`config.mk`:
```
export PLATFORM = sky130hd
export DESIGN_NAME = ysyx_210544_mem_stage
export DESIGN_NICKNAME = d
export VERILOG_FILES = /design/src/rtl/ysyx_210544_mem_stage.sv
export SDC_FILE = /design/constraint.sdc
export NUM_CORES = 1
export LEC_CHECK = 0
export BUFFER_PORTS_ARGS = -buffer_cell sky130_fd_sc_hd__clkbuf_2
export CAP_MARGIN = 5
export CORE_AREA = 5 5 283 285
export DETAILED_ROUTE_END_ITERATION = 12
export DIE_AREA = 0 0 288 290
export REMOVE_ABC_BUFFERS = 1
export SLEW_MARGIN = 20
export SYNTH_ARGS = -nofsm -noshare
export SYNTH_HDL_FRONTEND = slang
export SYNTH_SLANG_ARGS = --single-unit
```
`constraint.sdc`:
```
create_clock -name clk -period 2.1 [get_ports clk]
set_input_delay 0.21 -clock clk [delete_from_list [all_inputs] [get_ports clk]]
set_output_delay 0.21 -clock clk [all_outputs]
set_load 0.01 [all_outputs]
```
`src/rtl/ysyx_210544_mem_stage.sv`:
```
// Memory stage: takes one instruction from execute, runs at most one data-bus access,
// aligns load data, and then holds the result for writeback until it is acknowledged.
module ysyx_210544_mem_stage (
  input  logic        clk,
  input  logic        rst,
  input  logic        i_mem_executed_req,
  output logic        o_mem_executed_ack,
  output logic        o_mem_memoryed_req,
  input  logic        i_mem_memoryed_ack,
  input  logic [63:0] i_mem_pc,
  input  logic [31:0] i_mem_inst,
  input  logic [4:0]  i_mem_rd,
  input  logic        i_mem_rd_wen,
  input  logic [63:0] i_mem_rd_wdata,
  input  logic        i_mem_skipcmt,
  input  logic [31:0] i_mem_intrNo,
  input  logic        i_mem_ren,
  input  logic        i_mem_wen,
  input  logic [1:0]  i_mem_size,
  input  logic        i_mem_unsigned,
  input  logic [63:0] i_mem_addr,
  input  logic [63:0] i_mem_wdata,
  output logic        o_mem_bus_req,
  output logic        o_mem_bus_we,
  output logic [63:0] o_mem_bus_addr,
  output logic [63:0] o_mem_bus_wdata,
  output logic [7:0]  o_mem_bus_wstrb,
  input  logic        i_mem_bus_ack,
  input  logic [63:0] i_mem_bus_rdata,
  output logic [63:0] o_mem_pc,
  output logic [31:0] o_mem_inst,
  output logic [4:0]  o_mem_rd,
  output logic        o_mem_rd_wen,
  output logic [63:0] o_mem_rd_wdata,
  output logic        o_mem_skipcmt,
  output logic [31:0] o_mem_intrNo,
  output logic        o_mem_misaligned
);

  typedef enum logic [1:0] {IDLE, BUS, DONE} state_t;

  state_t      state, state_next;
  logic [63:0] pc_r, rd_wdata_r, addr_r, wdata_r;
  logic [31:0] inst_r, intr_no_r;
  logic [4:0]  rd_r;
  logic        rd_wen_r, skipcmt_r, ren_r, wen_r, unsigned_r, mis_r;
  logic [1:0]  size_r;
  logic        aligned, is_access, take;
  logic [63:0] load_shift, load_data;
  logic [7:0]  strb_base;

  assign take      = (state == IDLE) && i_mem_executed_req;
  assign is_access = i_mem_ren | i_mem_wen;

  always_comb begin
    unique case (i_mem_size)
      2'd0:    aligned = 1'b1;
      2'd1:    aligned = ~i_mem_addr[0];
      2'd2:    aligned = (i_mem_addr[1:0] == 2'b00);
      default: aligned = (i_mem_addr[2:0] == 3'b000);
    endcase
  end

  always_comb begin
    load_shift = i_mem_bus_rdata >> {addr_r[2:0], 3'b000};
    unique case (size_r)
      2'd0:    load_data = unsigned_r ? {56'd0, load_shift[7:0]}  : {{56{load_shift[7]}},  load_shift[7:0]};
      2'd1:    load_data = unsigned_r ? {48'd0, load_shift[15:0]} : {{48{load_shift[15]}}, load_shift[15:0]};
      2'd2:    load_data = unsigned_r ? {32'd0, load_shift[31:0]} : {{32{load_shift[31]}}, load_shift[31:0]};
      default: load_data = load_shift;
    endcase
  end

  always_ff @(posedge clk or negedge rst) begin
    if (!rst) state <= IDLE;
    else      state <= state_next;
  end

  always_comb begin
    state_next = state;
    unique case (state)
      IDLE: if (i_mem_executed_req) state_next = (is_access && aligned) ? BUS : DONE;
      BUS:  if (i_mem_bus_ack)      state_next = DONE;
      DONE: if (i_mem_memoryed_ack) state_next = IDLE;
      default:                      state_next = IDLE;
    endcase
  end

  always_ff @(posedge clk or negedge rst) begin
    if (!rst) begin
      pc_r       <= '0;
      inst_r     <= '0;
      rd_r       <= '0;
      rd_wen_r   <= 1'b0;
      rd_wdata_r <= '0;
      skipcmt_r  <= 1'b0;
      intr_no_r  <= '0;
      ren_r      <= 1'b0;
      wen_r      <= 1'b0;
      size_r     <= '0;
      unsigned_r <= 1'b0;
      addr_r     <= '0;
      wdata_r    <= '0;
      mis_r      <= 1'b0;
    end else if (take) begin
      pc_r       <= i_mem_pc;
      inst_r     <= i_mem_inst;
      rd_r       <= i_mem_rd;
      rd_wen_r   <= i_mem_rd_wen;
      rd_wdata_r <= i_mem_rd_wdata;
      skipcmt_r  <= i_mem_skipcmt;
      intr_no_r  <= i_mem_intrNo;
      ren_r      <= i_mem_ren;
      wen_r      <= i_mem_wen;
      size_r     <= i_mem_size;
      unsigned_r <= i_mem_unsigned;
      addr_r     <= i_mem_addr;
      wdata_r    <= i_mem_wdata;
      mis_r      <= is_access & ~aligned;
    end else if (state == BUS && i_mem_bus_ack && ren_r && !wen_r) begin
      // Load result replaces the ALU value; stores keep the registered rd_wdata.
      rd_wdata_r <= load_data;
    end
  end

  always_comb begin
    unique case (size_r)
      2'd0:    strb_base = 8'h01;
      2'd1:    strb_base = 8'h03;
      2'd2:    strb_base = 8'h0F;
      default: strb_base = 8'hFF;
    endcase
  end

  always_comb begin
    o_mem_executed_ack = (state == IDLE);
    o_mem_memoryed_req = 1'b0;
    o_mem_bus_req      = 1'b0;
    o_mem_bus_we       = 1'b0;
    o_mem_bus_addr     = '0;
    o_mem_bus_wdata    = '0;
    o_mem_bus_wstrb    = '0;
    o_mem_pc           = '0;
    o_mem_inst         = '0;
    o_mem_rd           = '0;
    o_mem_rd_wen       = 1'b0;
    o_mem_rd_wdata     = '0;
    o_mem_skipcmt      = 1'b0;
    o_mem_intrNo       = '0;
    o_mem_misaligned   = 1'b0;
    if (state == BUS) begin
      o_mem_bus_req  = 1'b1;
      o_mem_bus_we   = wen_r;
      o_mem_bus_addr = {addr_r[63:3], 3'b000};
      if (wen_r) begin
        o_mem_bus_wdata = wdata_r << {addr_r[2:0], 3'b000};
        o_mem_bus_wstrb = strb_base << addr_r[2:0];
      end
    end
    if (state == DONE) begin
      o_mem_memoryed_req = 1'b1;
      o_mem_pc           = pc_r;
      o_mem_inst         = inst_r;
      o_mem_rd           = rd_r;
      o_mem_rd_wen       = rd_wen_r & ~mis_r;
      o_mem_rd_wdata     = rd_wdata_r;
      o_mem_skipcmt      = skipcmt_r;
      o_mem_intrNo       = intr_no_r;
      o_mem_misaligned   = mis_r;
    end
  end

endmodule

```
==> results.yml <==
hold_path:
  hold_path.startpoint: "i_mem_rd_wdata[29]"
  min_path_cells: 3
  hold_class: "in -> reg"
  whs_endpoint: "rd_wdata_r[29]"
pwr:
  p_sw_w: 0.02125
  power_leakage_nw: 17.09
  power_w: 0.05133
  power_density_nw_per_um2: 1471
  pwr-share-clk_pct: 14.4
  ir_drop_v: 0.0008985
  sw_frac_of_total_pct: 41.39
  combPwrFrac_pct: 61.7
  pwr-share-seq_pct: 23.8
  internal_power_w: 0.03009
routing:
  ant_nets: 0
  drc: 0
  dr.first_iter.drc_count: 1586
  wl_mm: 103.7
  drtPass1Iterations: 6
  avgViaCountPerCell: 4.857
  avgRoutedWirePerCell_um: 22.85
  vias: 22040
sta:
  fin_setup_tns_ns: -64.90
  fin_crit_sh_pct: 120.4
  fin_hold_ws_ns: 0.03099
  worst_pin_slew_ns: 0.8076
  min_period_ns: 2.528
  fmax_mhz: 395.6
  hold_viol: 0
  clock_skew_ns: 0.01084
  setup_viol: 380
  fin_ws_ns: -0.4279
  drv_slew: 0
  rsz0062_at_grt: "true"
  relSlewSlack_pct: 46.16
logic_synthesis:
  yosys_most_used_dff: "dfrtp_1"
  yosysTopAreaCell: "dfrtp_1"
  netlist_instances: 2245
  syn_area_um2: 18380
  ys_warn_count: 0
  synth_area_per_cell_um2: 8.187
  ys_types: 55
  ys_top_cells_by_count: "nand2_1 (887), dfrtp_1 (335), and2_1 (270)"
  seq_area_frac_synth_pct: 45.61
  yosysMostFrequentCell: "nand2_1"
  async_reset_ff_share_pct: 100.0
  yosysTopAreaCellShare_pct: 45.61
  synth_enable_flop_cells: 0
  netlist_top_cells_area: "dfrtp_1 (46%), nand2_1 (18%), and2_1 (9.2%)"
  ys_ff_latch: 335
critical_path:
  cp_data_required_time_ns: 1.89
  cp-startpoint: "addr_r[1]"
  worst_setup_path_end_kind: "output port"
  rr_endpoint: "rd_wdata_r[35]"
  reg2reg_depth: 11
  worstPathArrival_ns: 2.32
  cp_max_fo: 7
  r2r_setup_slack_ns: -0.25
  critical_path_class: "reg -> out"
  reg2reg_from: "addr_r[1]"
  start_kind: "flop"
placed_design:
  gp_congestion: 0.9043
  place_ws_ns: -0.09718
  io_buffers: 737
  dp_hpwl_mm: 64.07
  placed_cell_area_um2: 23970
global_routing:
  grt_pass1_vias: 21720
  grt_usage_pct: 21.32
  grt_overflow_total: 0
  grt_first_pass_wirelength_mm: 138.0
  grt_max_degree: 170
  antenna_found_initial: 28
clocking:
  clk_pin_slew_worst_paths_ns: 0.06
  cts_sinks: 335
  cts_made_buffers: 41
  cts_tree: "built"
  clock_latency_ns: 0.56
  clockBufferDepth: 3
  htreeDepth: 2
  cts-root-buf: "clkbuf_16"
floorplanning:
  die_w_um: 288
  die_area_um2: 83520
  io_pins: 741
  die_y_um: 290
  rows: 102
  start_util_pct: 23.84
  coreArea_um2: 77080
finish:
  drive_gt1_share_pct: 45.39
  nets: 3855
  design_area_um2: 34890
  syn_to_final_growth_pct: 89.84
  final-seq-area_um2: 8393
  nFillCells: 6935
  multiInputGateArea_um2: 10960
job:
  maxCapViolations: 0
run_status:
  violations: "setup timing"
  outcome: "finished with violations"
-- sequential cells by signal, indices dropped and copies added (netlist names) --
signal / cells
rd_r: 5
rd_wen_r: 1
ren_r: 1
wen_r: 1
unsigned_r: 1
addr_r: 64
pc_r: 64
skipcmt_r: 1
rd_wdata_r: 64
size_r: 2
state: 2
mis_r: 1
wdata_r: 64
inst_r: 32
intr_no_r: 32
-- cell families (layout without fill, tap and decap cells) --
group	Yosys count	count (layout)	synth area share, %
simple gates	1326	1326	32.06
flops	335	335	45.61
compound gates	274	274	9.674
buf+inv	176	1412	4.289
mux	133	133	8.346
other cells	1	18	0.02040
-- timing repair --
item | CTS | global route
endpoints found under the hold margin | 532 | 0
hold buffers | 335 | 0
pin swaps | 75 | 243
setup buffers | 43 | 52
resized for setup | 317 | 996
setup endpoints to repair | 384 | 444
gates cloned | 33 | 30
-- power groups by stage --
| stage | clock network (W) | logic, W | registers, W |
|---|---|---|---|
| floorplan | 0 | 0.00988 | 0.0116 |
| global placement | 0 | 0.0190 | 0.0117 |
| detailed placement | 0 | 0.0191 | 0.0118 |
| CTS | 0.00756 | 0.0247 | 0.0118 |
| global route | 0.00778 | 0.0334 | 0.0125 |
| finish | 0.00742 | 0.0317 | 0.0122 |
-- critical path: stages (launching register included) --
cell      delay [ns]
dfrtp_4         0.49
buf_12          0.19
buf_12          0.15
mux2_2          0.36
a21oi_2         0.21
o22a_1          0.18
nor2_1          0.04
clkbuf_2        0.13
-- worst max-delay path by stage --
| stage | endpoint | slack [ns] | cells past startpoint |
|---|---|---|---|
| 6_report | o_mem_bus_wdata[45] | -0.43 | 7 |
| 5_1_grt | o_mem_bus_wdata[45] | -0.50 | 7 |
| 4_1_cts | o_mem_bus_wdata[62] | -0.39 | 6 |
| 3_5_place_dp | rd_wdata_r[29] | -0.1 | 5 |
| 3_3_place_gp | rd_wdata_r[24] | -0.03 | 5 |
| 2_1_floorplan | rd_wdata_r[62] | -4.45 | 4 |
-- cell type report --
cell class | instances | share of cell area (%)
flip-flops and latches | 335 | 24.06
inverters | 5 | 0.1327
diodes | 15 | 0.1076
multi-input cells | 1736 | 31.42
repair buffers | 1335 | 36.62
well taps | 1040 | 3.730
clock buffers | 57 | 3.457
clock inverters | 15 | 0.4770
-- per-layer routing --
layer | track usage (%) | share of wire [%] | up-vias
li1 | - | - | 9744
met1 | 26.11 | 38 | 10650
met2 | 35.80 | 47 | 1285
met3 | 5.918 | 9.5 | 349
met4 | 7.836 | 5.5 | 16
met5 | 0 | 0.098 | -
-- placed cells by master (no fill, tap or decap), types with 56 or more instances in the layout --
cell type      count
nor2_1            76
clkbuf_2         434
and2_4           241
nand2_1          870
clkbuf_16         69
buf_4            105
dlygate4sd3_1    335
buf_6            277
mux2i_1           56
dfrtp_1          331
a21oi_2           63
-- per-stage QoR --
stage	util, %	cells
2_1_floorplan	-	2076
3_3_place_gp	31.09	3979
3_5_place_dp	31.09	3979
4_1_cts	40.47	4459
5_1_grt	45.25	4533
6_report	45.26	4538
(Power assumes the default switching activity.)
